===== config.mk =====
export PLATFORM = sky130hd
export DESIGN_NAME = alu_div
export DESIGN_NICKNAME = d
export VERILOG_FILES = /design/src/rtl/alu_div.sv
export SDC_FILE = /design/constraint.sdc
export NUM_CORES = 1
export LEC_CHECK = 0
export BUFFER_PORTS_ARGS = -buffer_cell sky130_fd_sc_hd__buf_2
export CAP_MARGIN = 20
export CORE_MARGIN = 2
export CORE_UTILIZATION = 49
export DETAILED_ROUTE_END_ITERATION = 8
export PLACE_DENSITY = 0.71
export SYNTH_ARGS = -nofsm -noshare
export SYNTH_HDL_FRONTEND = slang
export SYNTH_SLANG_ARGS = --single-unit

===== constraint.sdc =====
create_clock -name clk -period 5.65 [get_ports clk]
set_clock_uncertainty 0.15 [all_clocks]
set_input_delay 0.2825 -clock clk [delete_from_list [all_inputs] [get_ports clk]]
set_output_delay 0.2825 -clock clk [all_outputs]
set_load 0.02 [all_outputs]

===== src/rtl/alu_div.sv =====
// Iterative restoring divider (DIV/DIVU), one quotient bit per cycle; quotient -> LO, remainder -> HI.
// Optional macro ALU_DIV_ZERO_TRAP_EN: a zero divisor finishes in one cycle with div_zero flagged.
//
// state | meaning
// IDLE  | waiting for start
// RUN   | one restoring iteration per cycle, cnt_q counts down from WIDTH
// DONE  | done pulse; results valid; start here is accepted back-to-back
module alu_div #(
  parameter int WIDTH = 32
) (
  input  logic             clk,
  input  logic             rst,
  input  logic             start,
  input  logic             sign,
  input  logic [WIDTH-1:0] dividend,
  input  logic [WIDTH-1:0] divisor,
  output logic             busy,
  output logic             done,
  output logic [WIDTH-1:0] quotient,
  output logic [WIDTH-1:0] remainder,
  output logic             div_zero
);

  localparam int CW = $clog2(WIDTH + 1);

  typedef enum logic [1:0] {IDLE, RUN, DONE} state_t;

  state_t           state_q, state_d;
  logic [CW-1:0]    cnt_q, cnt_d;
  logic [WIDTH-1:0] acc_q, acc_d;
  logic [WIDTH-1:0] quo_q, quo_d;
  logic [WIDTH-1:0] dvs_q, dvs_d;
  logic             neg_quo_q, neg_quo_d;
  logic             neg_rem_q, neg_rem_d;
  logic             busy_q, busy_d;
  logic             done_q, done_d;
  logic [WIDTH-1:0] quotient_q, quotient_d;
  logic [WIDTH-1:0] remainder_q, remainder_d;
`ifdef ALU_DIV_ZERO_TRAP_EN
  logic             div_zero_q, div_zero_d;
`endif

  logic             dvd_neg, dvs_neg;
  logic [WIDTH-1:0] dvd_mag, dvs_mag;
  logic [WIDTH:0]   shifted;
  logic             ge;
  logic [WIDTH-1:0] acc_step, quo_step;
  logic [WIDTH-1:0] q_fin, r_fin;

  always_comb begin
    dvd_neg = sign & dividend[WIDTH-1];
    dvs_neg = sign & divisor[WIDTH-1];
    // Two's-complement negation of the most negative value stays correct as an unsigned magnitude
    dvd_mag = dvd_neg ? -dividend : dividend;
    dvs_mag = dvs_neg ? -divisor : divisor;

    shifted  = {acc_q, quo_q[WIDTH-1]};
    ge       = shifted >= {1'b0, dvs_q};
    acc_step = ge ? WIDTH'(shifted - {1'b0, dvs_q}) : shifted[WIDTH-1:0];
    quo_step = {quo_q[WIDTH-2:0], ge};
    q_fin    = neg_quo_q ? -quo_step : quo_step;
    r_fin    = neg_rem_q ? -acc_step : acc_step;
  end

  always_comb begin
    state_d     = state_q;
    cnt_d       = cnt_q;
    acc_d       = acc_q;
    quo_d       = quo_q;
    dvs_d       = dvs_q;
    neg_quo_d   = neg_quo_q;
    neg_rem_d   = neg_rem_q;
    quotient_d  = quotient_q;
    remainder_d = remainder_q;
`ifdef ALU_DIV_ZERO_TRAP_EN
    div_zero_d  = div_zero_q;
`endif

    case (state_q)
      IDLE, DONE: begin
        if (start) begin
          acc_d     = '0;
          quo_d     = dvd_mag;
          dvs_d     = dvs_mag;
          neg_quo_d = dvd_neg ^ dvs_neg;
          neg_rem_d = dvd_neg;
          cnt_d     = CW'(WIDTH);
          state_d   = RUN;
`ifdef ALU_DIV_ZERO_TRAP_EN
          if (divisor == '0) begin
            cnt_d       = '0;
            state_d     = DONE;
            quotient_d  = '1;
            remainder_d = dividend;
            div_zero_d  = 1'b1;
          end
`endif
        end else if (state_q == DONE) begin
          state_d = IDLE;
        end
      end
      RUN: begin
        acc_d = acc_step;
        quo_d = quo_step;
        cnt_d = cnt_q - 1'b1;
        if (cnt_q == CW'(1)) begin
          state_d     = DONE;
          quotient_d  = q_fin;
          remainder_d = r_fin;
`ifdef ALU_DIV_ZERO_TRAP_EN
          div_zero_d  = 1'b0;
`endif
        end
      end
      default: state_d = IDLE;
    endcase

    busy_d = (state_d == RUN);
    done_d = (state_d == DONE);
  end

  always_ff @(posedge clk or posedge rst) begin
    if (rst) begin
      state_q     <= IDLE;
      cnt_q       <= '0;
      acc_q       <= '0;
      quo_q       <= '0;
      dvs_q       <= '0;
      neg_quo_q   <= 1'b0;
      neg_rem_q   <= 1'b0;
      busy_q      <= 1'b0;
      done_q      <= 1'b0;
      quotient_q  <= '0;
      remainder_q <= '0;
`ifdef ALU_DIV_ZERO_TRAP_EN
      div_zero_q  <= 1'b0;
`endif
    end else begin
      state_q     <= state_d;
      cnt_q       <= cnt_d;
      acc_q       <= acc_d;
      quo_q       <= quo_d;
      dvs_q       <= dvs_d;
      neg_quo_q   <= neg_quo_d;
      neg_rem_q   <= neg_rem_d;
      busy_q      <= busy_d;
      done_q      <= done_d;
      quotient_q  <= quotient_d;
      remainder_q <= remainder_d;
`ifdef ALU_DIV_ZERO_TRAP_EN
      div_zero_q  <= div_zero_d;
`endif
    end
  end

  assign busy      = busy_q;
  assign done      = done_q;
  assign quotient  = quotient_q;
  assign remainder = remainder_q;
`ifdef ALU_DIV_ZERO_TRAP_EN
  assign div_zero  = div_zero_q;
`else
  assign div_zero  = 1'b0;
`endif

endmodule


; ---- After elaboration in Yosys (flattened, before gate mapping)
; Index checks and enable logic that the tools add are counted.
[classes]
bitwise_logic = 3
add_sub_neg = 6
muxes = 15
eq_ne = 6
reduce_logical = 6
magnitude_cmp = 1
[ops]
columns = cell, n
row1 = $mux W32, 7
row2 = $neg A32 Y32, 4
row3 = $pmux W32 S2, 2
row4 = $ge A33 B32 Y1, 1
row5 = $sub A32 B32 Y32, 1
row6 = $pmux W6 S2, 1
row7 = $eq A6 B1 Y1 const B, 1
row8 = $mux W2, 3
row9 = $mux W6, 1
row10 = $reduce_and A2 Y1, 3
row11 = $sub A6 B1 Y6 const B, 1
row12 = $eq A2 B1 Y1 const B, 2
row13 = $eq A2 B2 Y1 const B, 2
row14 = $pmux W2 S2, 1
row15 = $and A1 B1 Y1, 2
row16 = $logic_not A2 Y1, 1
row17 = $ne A2 B2 Y1 const B, 1
row18 = $reduce_bool A2 Y1, 1
row19 = $reduce_or A2 Y1, 1
row20 = $xor A1 B1 Y1, 1
[word_totals]
reg_bits = 172
out_inout_bits = 67

; ---- Longest topological paths before layout
; Gate-level depths: netlist of the first run.
[logic_depth]
ltp_word = 5
mapped_depth = 24
mapped_depth_nobuf = 18

; ---- Worst setup path after synthesis of the first run
; No wires, ideal clock.
[synth_path]
path_kind = reg-to-reg
from = reg acc_q[1]
to = reg remainder_q[28], in the netlist remainder[28]
t_arrival_ns = 4.782
slack_ns = 0.589
required_time_ns = 5.371
synth_period_minus_slack_ns = 5.061
path_stages_with_launch = 23
cell_sequence = dfrtp_1 -> ha_1 -> nor2_1 -> a211oi_4 -> o211ai_4 -> a2111oi_4 -> or2_1 -> buf_6 -> buf_4 -> buf_2 -> buf_2 -> buf_1 -> nand2_1 -> o21ai_0 -> ha_1 -> nand4b_1 -> nor4_1 -> mux2i_1 -> and2_0 -> or3b_4 -> o31ai_2 -> xor2_1 -> o21ai_1
[synth_between]
elab_chain_len = 4
[synth_lines]
columns = item, line_no
row1 = from (decl), 30  ; logic [WIDTH-1:0] acc_q, acc_d;
row2 = from (signal assigned), 126  ; acc_q <= '0;
row3 = from (signal assigned), 141  ; acc_q <= acc_d;
row4 = $sub A32 B32 Y32 or $ge A33 B32 Y1 (tied branches), "59, 58"
row5 = $mux W32 *, 59  ; acc_step = ge ? WIDTH'(shifted - {1'b0, dvs_q}) : shifted[WIDTH-1:0];
row6 = $neg A32 Y32, 62  ; r_fin = neg_rem_q ? -acc_step : acc_step;
row7 = $mux W32 *, 62
row8 = to (signal assigned), 149  ; remainder_q <= remainder_d;
row9 = to (decl), 38  ; logic [WIDTH-1:0] remainder_q, remainder_d;
; Every way passes the cells marked *; elsewhere a longest branch is shown, timed or not.
; A chain may end at the register's enable or synchronous reset.

; ---- Final worst setup path of the first run
[layout_path]
from = reg acc_q[15]
to = reg remainder_q[28], in the netlist remainder[28]
; The elaborated chain is that of the path after synthesis.

==> results of run 1 <==
-- path summary, 6_finish.rpt --
path / depth (start not counted) / from / to / slack [ps]
max in group asynchronous: 4 / rst / remainder[5]$_DFFE_PP0P_ / 3810
worst max register to register: 16 / acc_q[15]$_DFFE_PP0P_ / remainder[28]$_DFFE_PP0P_ / 620
worst max-delay path: 16 / acc_q[15]$_DFFE_PP0P_ / remainder[28]$_DFFE_PP0P_ / 620
worst min register to register: 2 / remainder[5]$_DFFE_PP0P_ / remainder[5]$_DFFE_PP0P_ / 320
min in group asynchronous: 3 / rst / quotient[8]$_DFFE_PP0P_ / 260
worst min-delay path: 3 / divisor[7] / dvs_q[7]$_DFFE_PP0P_ / 7
-- layout by cell type, fill, tap and decap left out, drive strengths merged, types with 14 or more instances in the layout --
| cell | Yosys | routed |
|---|---|---|
| o21ai | 221 | 221 |
| nand2 | 214 | 214 |
| dfrtp | 172 | 172 |
| buf | 22 | 144 |
| xor2 | 76 | 76 |
| nor2 | 74 | 74 |
| xnor2 | 63 | 63 |
| a21oi | 61 | 61 |
| inv | 56 | 60 |
| ha | 38 | 38 |
| a22oi | 31 | 31 |
| mux2i | 25 | 25 |
| nor3 | 24 | 24 |
| o31ai | 24 | 24 |
| o41ai | 19 | 19 |
| nand3 | 18 | 18 |
| clkbuf | 54 | 18 |
| nand2b | 17 | 17 |
| nor4 | 15 | 15 |
| or4 | 14 | 14 |
-- cell families after synthesis --
family	count (synthesis)	share of synthesized area
muxes	29	0.0258
buffers and inverters	132	0.0454
AOI/OAI and AO/OA	434	0.231
DFF	172	0.367
other	1	0.000320
adders and majority gates	39	0.0423
xor gates and xnor gates	139	0.104
and+or+nand+nor	453	0.184
-- sequential cells by signal (all words and copies together), names as in the netlist --
register	cells
acc_q	32
busy	1
cnt_q	6
done	1
dvs_q	32
neg_quo_q	1
neg_rem_q	1
quo_q	32
quotient	32
remainder	32
state_q	2
-- per-stage QoR --
step / setup WS [ps] / cell area (um^2) / util / cells
CTS: 737 / 13300 / 0.565 / 1823
detailed placement: 746 / 12600 / 0.536 / 1786
global route: 163 / 13300 / 0.565 / 1823
finish: 618 / 13300 / 0.565 / 1823
global placement: 899 / 12600 / 0.536 / 1786
floorplan: 557 / 11700 / - / 1399
-- final cells by class --
class | instances | area [um^2]
fill | 2177 | 10200
timing repair buffer | 151 | 818
sequential | 172 | 4300
multi-input combinational | 1095 | 6910
clock inverter | 12 | 189
clock buffer | 18 | 429
inverter | 56 | 218
tap | 319 | 399
-- routing by layer --
metal  vias up  part of all wire  track usage
li1       5176                 -            -
met1      5099              0.48        0.414
met2       432              0.42        0.388
met3        49             0.083       0.0512
met4         0             0.023       0.0849
met5         -                 0            0
-- worst reg2reg max path, stage by stage (launching register included) --
cell and delay (ps):
dfrtp_1 420, ha_1 560, nand4_1 180, nor4_1 600
nand4_1 160, o311ai_1 200, or2_2 280, mux2i_1 310
ha_1 290, nand4b_1 150, nor4_1 200, mux2i_1 210
and2_0 280, or3b_4 440, o31ai_2 240, xor2_1 170
o21ai_1 70
-- what timing repair did --
item / in CTS / in global routing
hold endpoints to repair: 54 / 0
hold buffers: 7 / 0
endpoints found under the setup margin: 0 / 0
==> results.md, run 1 <==
- Total clock sinks: 172
- Die Wd: 159 um
- Layout cells sized above 1: 0.140
- Routed vias: 10800
- Core area: 0.0235 mm^2
- # IOs: 135
- Site Rows: 56
- Post-synth ARST share: 1.00
- Area leader, netlist: dfrtp_1
- CTS tree: done
- Worst path required time: 5800 ps
- #FFs+latches synth: 172
- Vias/cell: 5.90
- Initial Utilization: 0.499
- Routed length per placed instance: 18.5 um
- Area share of the largest cell type after synthesis: 0.367
- First-pass GRT wire length: 53200 um
- CTS buffer count: 17
- Ant. Diodes: 0
- Crit path buf inv count: 0
- Antenna-violating nets left: 0
- Worst min path class: in2reg
- 1st-iter DRT viols: 1056
- RePlAce Congestion: 0.968
- Number of global-route vias before repair: 9771
- Critical path class: reg2reg
- Most common library cells after synthesis: nand2_1 (214), o21ai_0 (211), dfrtp_1 (172)
- Slew @ Worst Pin: 965 ps
- Final setup TNS: 0 ps
- Post-DP HPWL: 25300 um
- Remaining global-route overflow: 0
- Crit-path cells: ha_1 -> nand4_1 -> nor4_1 -> nand4_1 -> o311ai_1 -> or2_2 -> mux2i_1 -> ha_1 -> nand4b_1 -> nor4_1 -> mux2i_1 -> and2_0 -> or3b_4 -> o31ai_2 -> xor2_1 -> o21ai_1
- Pre-antenna DRT Iters: 5
- Largest stage delay, worst path: 600 ps
- DIE AREA: 0.0252 mm^2
- Number of buffers added on ports: 133
- Routed Wire Length: 33800 um
- Fin crit share: 0.891
- Antenna violations before repair: 0
- Seq/Total Area, Yosys: 0.367
- RSZ-0062 raised after global routing: no
- Residual DRC count: 0
- WP data arrival: 5190 ps
- Mapped cell area: 0.0117 mm^2
- Maximum root-to-sink buffer count: 2
- Mean post-synth cell area: 8.38 um^2
- Dominant cells by area after synthesis: dfrtp_1 (37%), o21ai_0 (9.0%), nand2_1 (6.9%)
- Post-layout min period: 5030 ps
- Fin. max-slew vios: 0
- Top-count cell post-synth: nand2_1
- Global Route Usage Sum: 0.272
- Outcome: completed
- Cell count after synthesis: 1399
- Post-CTS setup buffer count: 0
- Nets: 1600
- Crit-path max FO: 12
- Synth Net Count: 1506
- Slowest CP cell: nor4_1
- Rel. slew slack: 0.350
- Dominant synthesized flop cell: dfrtp_1
- MaxCap Viol Count: 0
- Endpoints failing hold: 0
- Worst hold slack: 6.77 ps
- Number of setup violations in the final report: 0
- Fmax: 199 MHz
- Pin count of the biggest net entering global routing: 71
- Post-synth cell types: 89
- CTS clock-pin slew for the worst setup and hold paths: 70 ps
- # H-tree levels: 4
- Worst-skew pair later-pin latency: 440 ps
- Synth-to-Final Area Change: 13.2%
- Ys Warns: 0
- Resized cells post-CTS: 0
- Height of the die: 159 um
- Crit-path leading delay family: simple AND/OR/NAND/NOR gates
- Root buffer cell: clkbuf_16
- CP startpoint kind: register
- Critical Path End Type: register
- EDFF count, synth: 0
Power of run 1 is not shown: default switching activity piles up to over one toggle a cycle in this logic, so the estimate is an artifact.
==> run 2: changes to the inputs <==
--- a/config.mk
+++ b/config.mk
@@ -7,6 +7,7 @@
 export LEC_CHECK = 0
 export BUFFER_PORTS_ARGS = -buffer_cell sky130_fd_sc_hd__buf_2
 export CAP_MARGIN = 20
+export CORE_ASPECT_RATIO = 2
 export CORE_MARGIN = 2
 export CORE_UTILIZATION = 49
 export DETAILED_ROUTE_END_ITERATION = 8
==> results.md, run 2 (synthesized netlist as in run 1, its figures left out) <==
- Outcome: completed
- Routed Wire Length: 38700 um (+15%)
- Antenna-violating nets left: 0 (unchanged)
- Post-Layout Cell Count: 1825 (+0.11%)
- Synth-to-Final Area Change: 15.6%
- Fmax: 194 MHz (-2.5%)
- Initial Utilization: 0.494 (-0.00527)
- Commonest non-fill, non-tap cells in the layout: nand2_1 (213), o21ai_0 (211), dfrtp_1 (172), buf_2 (133), xor2_1 (76)
- Nets: 1632 (+2.0%)
- Rel. slew slack: 0.269 (-0.0811)
- CP startpoint kind: register
- Fin crit share: 0.914 (+0.0233)
- # IOs: 135 (unchanged)
- Post-DP HPWL: 29800 um (+18%)
- Maximum root-to-sink buffer count: 2 (unchanged)
- Vias/cell: 6.07 (+2.8%)
- Antenna violations before repair: 0 (unchanged)
- Die Wd: 113 um (-29%)
- Residual DRC count: 0 (unchanged)
- Routed length per placed instance: 21.2 um (+14%)
- Core area: 0.0237 mm^2 (+1.1%)
- DP Cell Count: 1757 (-1.6%)
- Worst min path class: in2reg
- Number of global-route vias before repair: 11300 (+16%)
- CTS clock-pin slew for the worst setup and hold paths: 70 ps (about the same)
- DIE AREA: 0.0252 mm^2 (+0.30%)
- Height of the die: 223 um (+40%)
- RSZ-0062 raised after global routing: no
- Endpoints failing hold: 0 (unchanged)
- 1st-iter DRT viols: 669 (-37%)
- Fin. max-slew vios: 0 (unchanged)
- RePlAce Congestion: 1.02 (+5.4%)
- Pre-antenna DRT Iters: 7 (+2)
- # H-tree levels: 4 (unchanged)
- First-pass GRT wire length: 60600 um (+14%)
- Number of setup violations in the final report: 0 (unchanged)
- Global Route Usage Sum: 0.315 (+0.0429)
- Critical Path End Type: register
- Worst path required time: 5850 ps (+50 ps)
- Crit-path max FO: 25 (+13)
- Fin area: 0.0136 mm^2 (+2.2%)
- Post-CTS setup buffer count: 0 (unchanged)
- Area after DPL: 0.0126 mm^2 (-0.12%)
- Final setup TNS: 0 ps (unchanged)
- CTS tree: done
- Site Rows: 80 (+43%)
- CTS buffer count: 17 (unchanged)
- Commonest non-fill, non-tap cell in the layout: nand2_1
- Root buffer cell: clkbuf_16
- MaxCap Viol Count: 0 (unchanged)
- Layout Utilization: 0.571 (+0.00617)
- Remaining global-route overflow: 0 (unchanged)
- Total clock sinks: 172 (unchanged)
- Ant. Diodes: 0 (unchanged)
- Layout cells sized above 1: 0.142 (+0.00210)
- Routed vias: 11100 (+2.9%)
- Fillers: 2166 (-0.51%)
- Pin count of the biggest net entering global routing: 99 (+39%)
- Post-layout min period: 5160 ps (+132 ps)
- Slew @ Worst Pin: 1090 ps (+120 ps)
- Number of buffers added on ports: 133 (unchanged)
- Worst-skew pair later-pin latency: 460 ps (+20 ps)
- WP data arrival: 5370 ps (+180 ps)
- Critical path class: reg2reg
## run 2: cell types whose count changed in the layout (fill, tap and decap cells not counted), sizes merged
cell | before | now
buf | 144 | 147
bufinv | 4 | 1
clkinv | 3 | 4
clkinvlp | 1 | 0
dlygate4sd3 | 7 | 35
inv | 60 | 66
## run 2: worst max-delay path, cell delays in order, from the launching register on
cell and delay, ps:
dfrtp_1 430, ha_1 530, nand2_1 140, o21bai_2 270, a211oi_1 120, o311ai_1 760, or2_2 300, buf_4 380
inv_4 190, o31a_1 380, or3_1 400, a21oi_1 480, mux2_2 260, a31oi_1 80, a21o_1 180
## run 2: layout make-up
class / count / area (um^2) / area share
Multi-Input combinational cell: 1095 / 6910 / 0.510
Sequential cell: 172 / 4300 / 0.318
Timing Repair Buffer: 183 / 1130 / 0.0831
Clock buffer: 17 / 425 / 0.0314
Tap cell: 287 / 359 / 0.0265
Inverter: 56 / 218 / 0.0161
Clock inverter: 15 / 210 / 0.0155
## run 2: worst paths after layout
check / to / depth (start not counted) / start / slack, ps
setup / recovery: remainder[22]$_DFFE_PP0P_ / 14 / acc_q[15]$_DFFE_PP0P_ / 490
hold / removal: quo_q[25]$_DFFE_PP0P_ / 3 / dividend[25] / 10
setup reg to reg: remainder[22]$_DFFE_PP0P_ / 14 / acc_q[15]$_DFFE_PP0P_ / 490
hold reg to reg: remainder[13]$_DFFE_PP0P_ / 2 / remainder[13]$_DFFE_PP0P_ / 330
max in group asynchronous: dvs_q[30]$_DFFE_PP0P_ / 4 / rst / 3770
min in group asynchronous: remainder[25]$_DFFE_PP0P_ / 3 / rst / 290
## run 2: layer usage
metal | global-route usage | vias up | part of all wire
met5 | 0 | - | 0
met4 | 0.257 | 0 | 0.095
met3 | 0.0456 | 162 | 0.041
met2 | 0.589 | 400 | 0.54
li1 | - | 5248 | -
met1 | 0.292 | 5263 | 0.32
## run 2: metrics by stage
step / worst slack (ps) / hold slack (ps)
2_1_floorplan: 557 / 261
5_1_grt: 98.6 / 34.6
6_report: 486 / 13.2
3_3_place_gp: 612 / 255
3_5_place_dp: 570 / 259
4_1_cts: 543 / 2.27
## run 2: timing repair
action / 4_1_cts / 5_1_grt
hold endpoints to repair: 95 / 0
gates resized for setup: 0 / 0
hold buffers: 35 / 0
Power of run 2 is left out for the same reason.
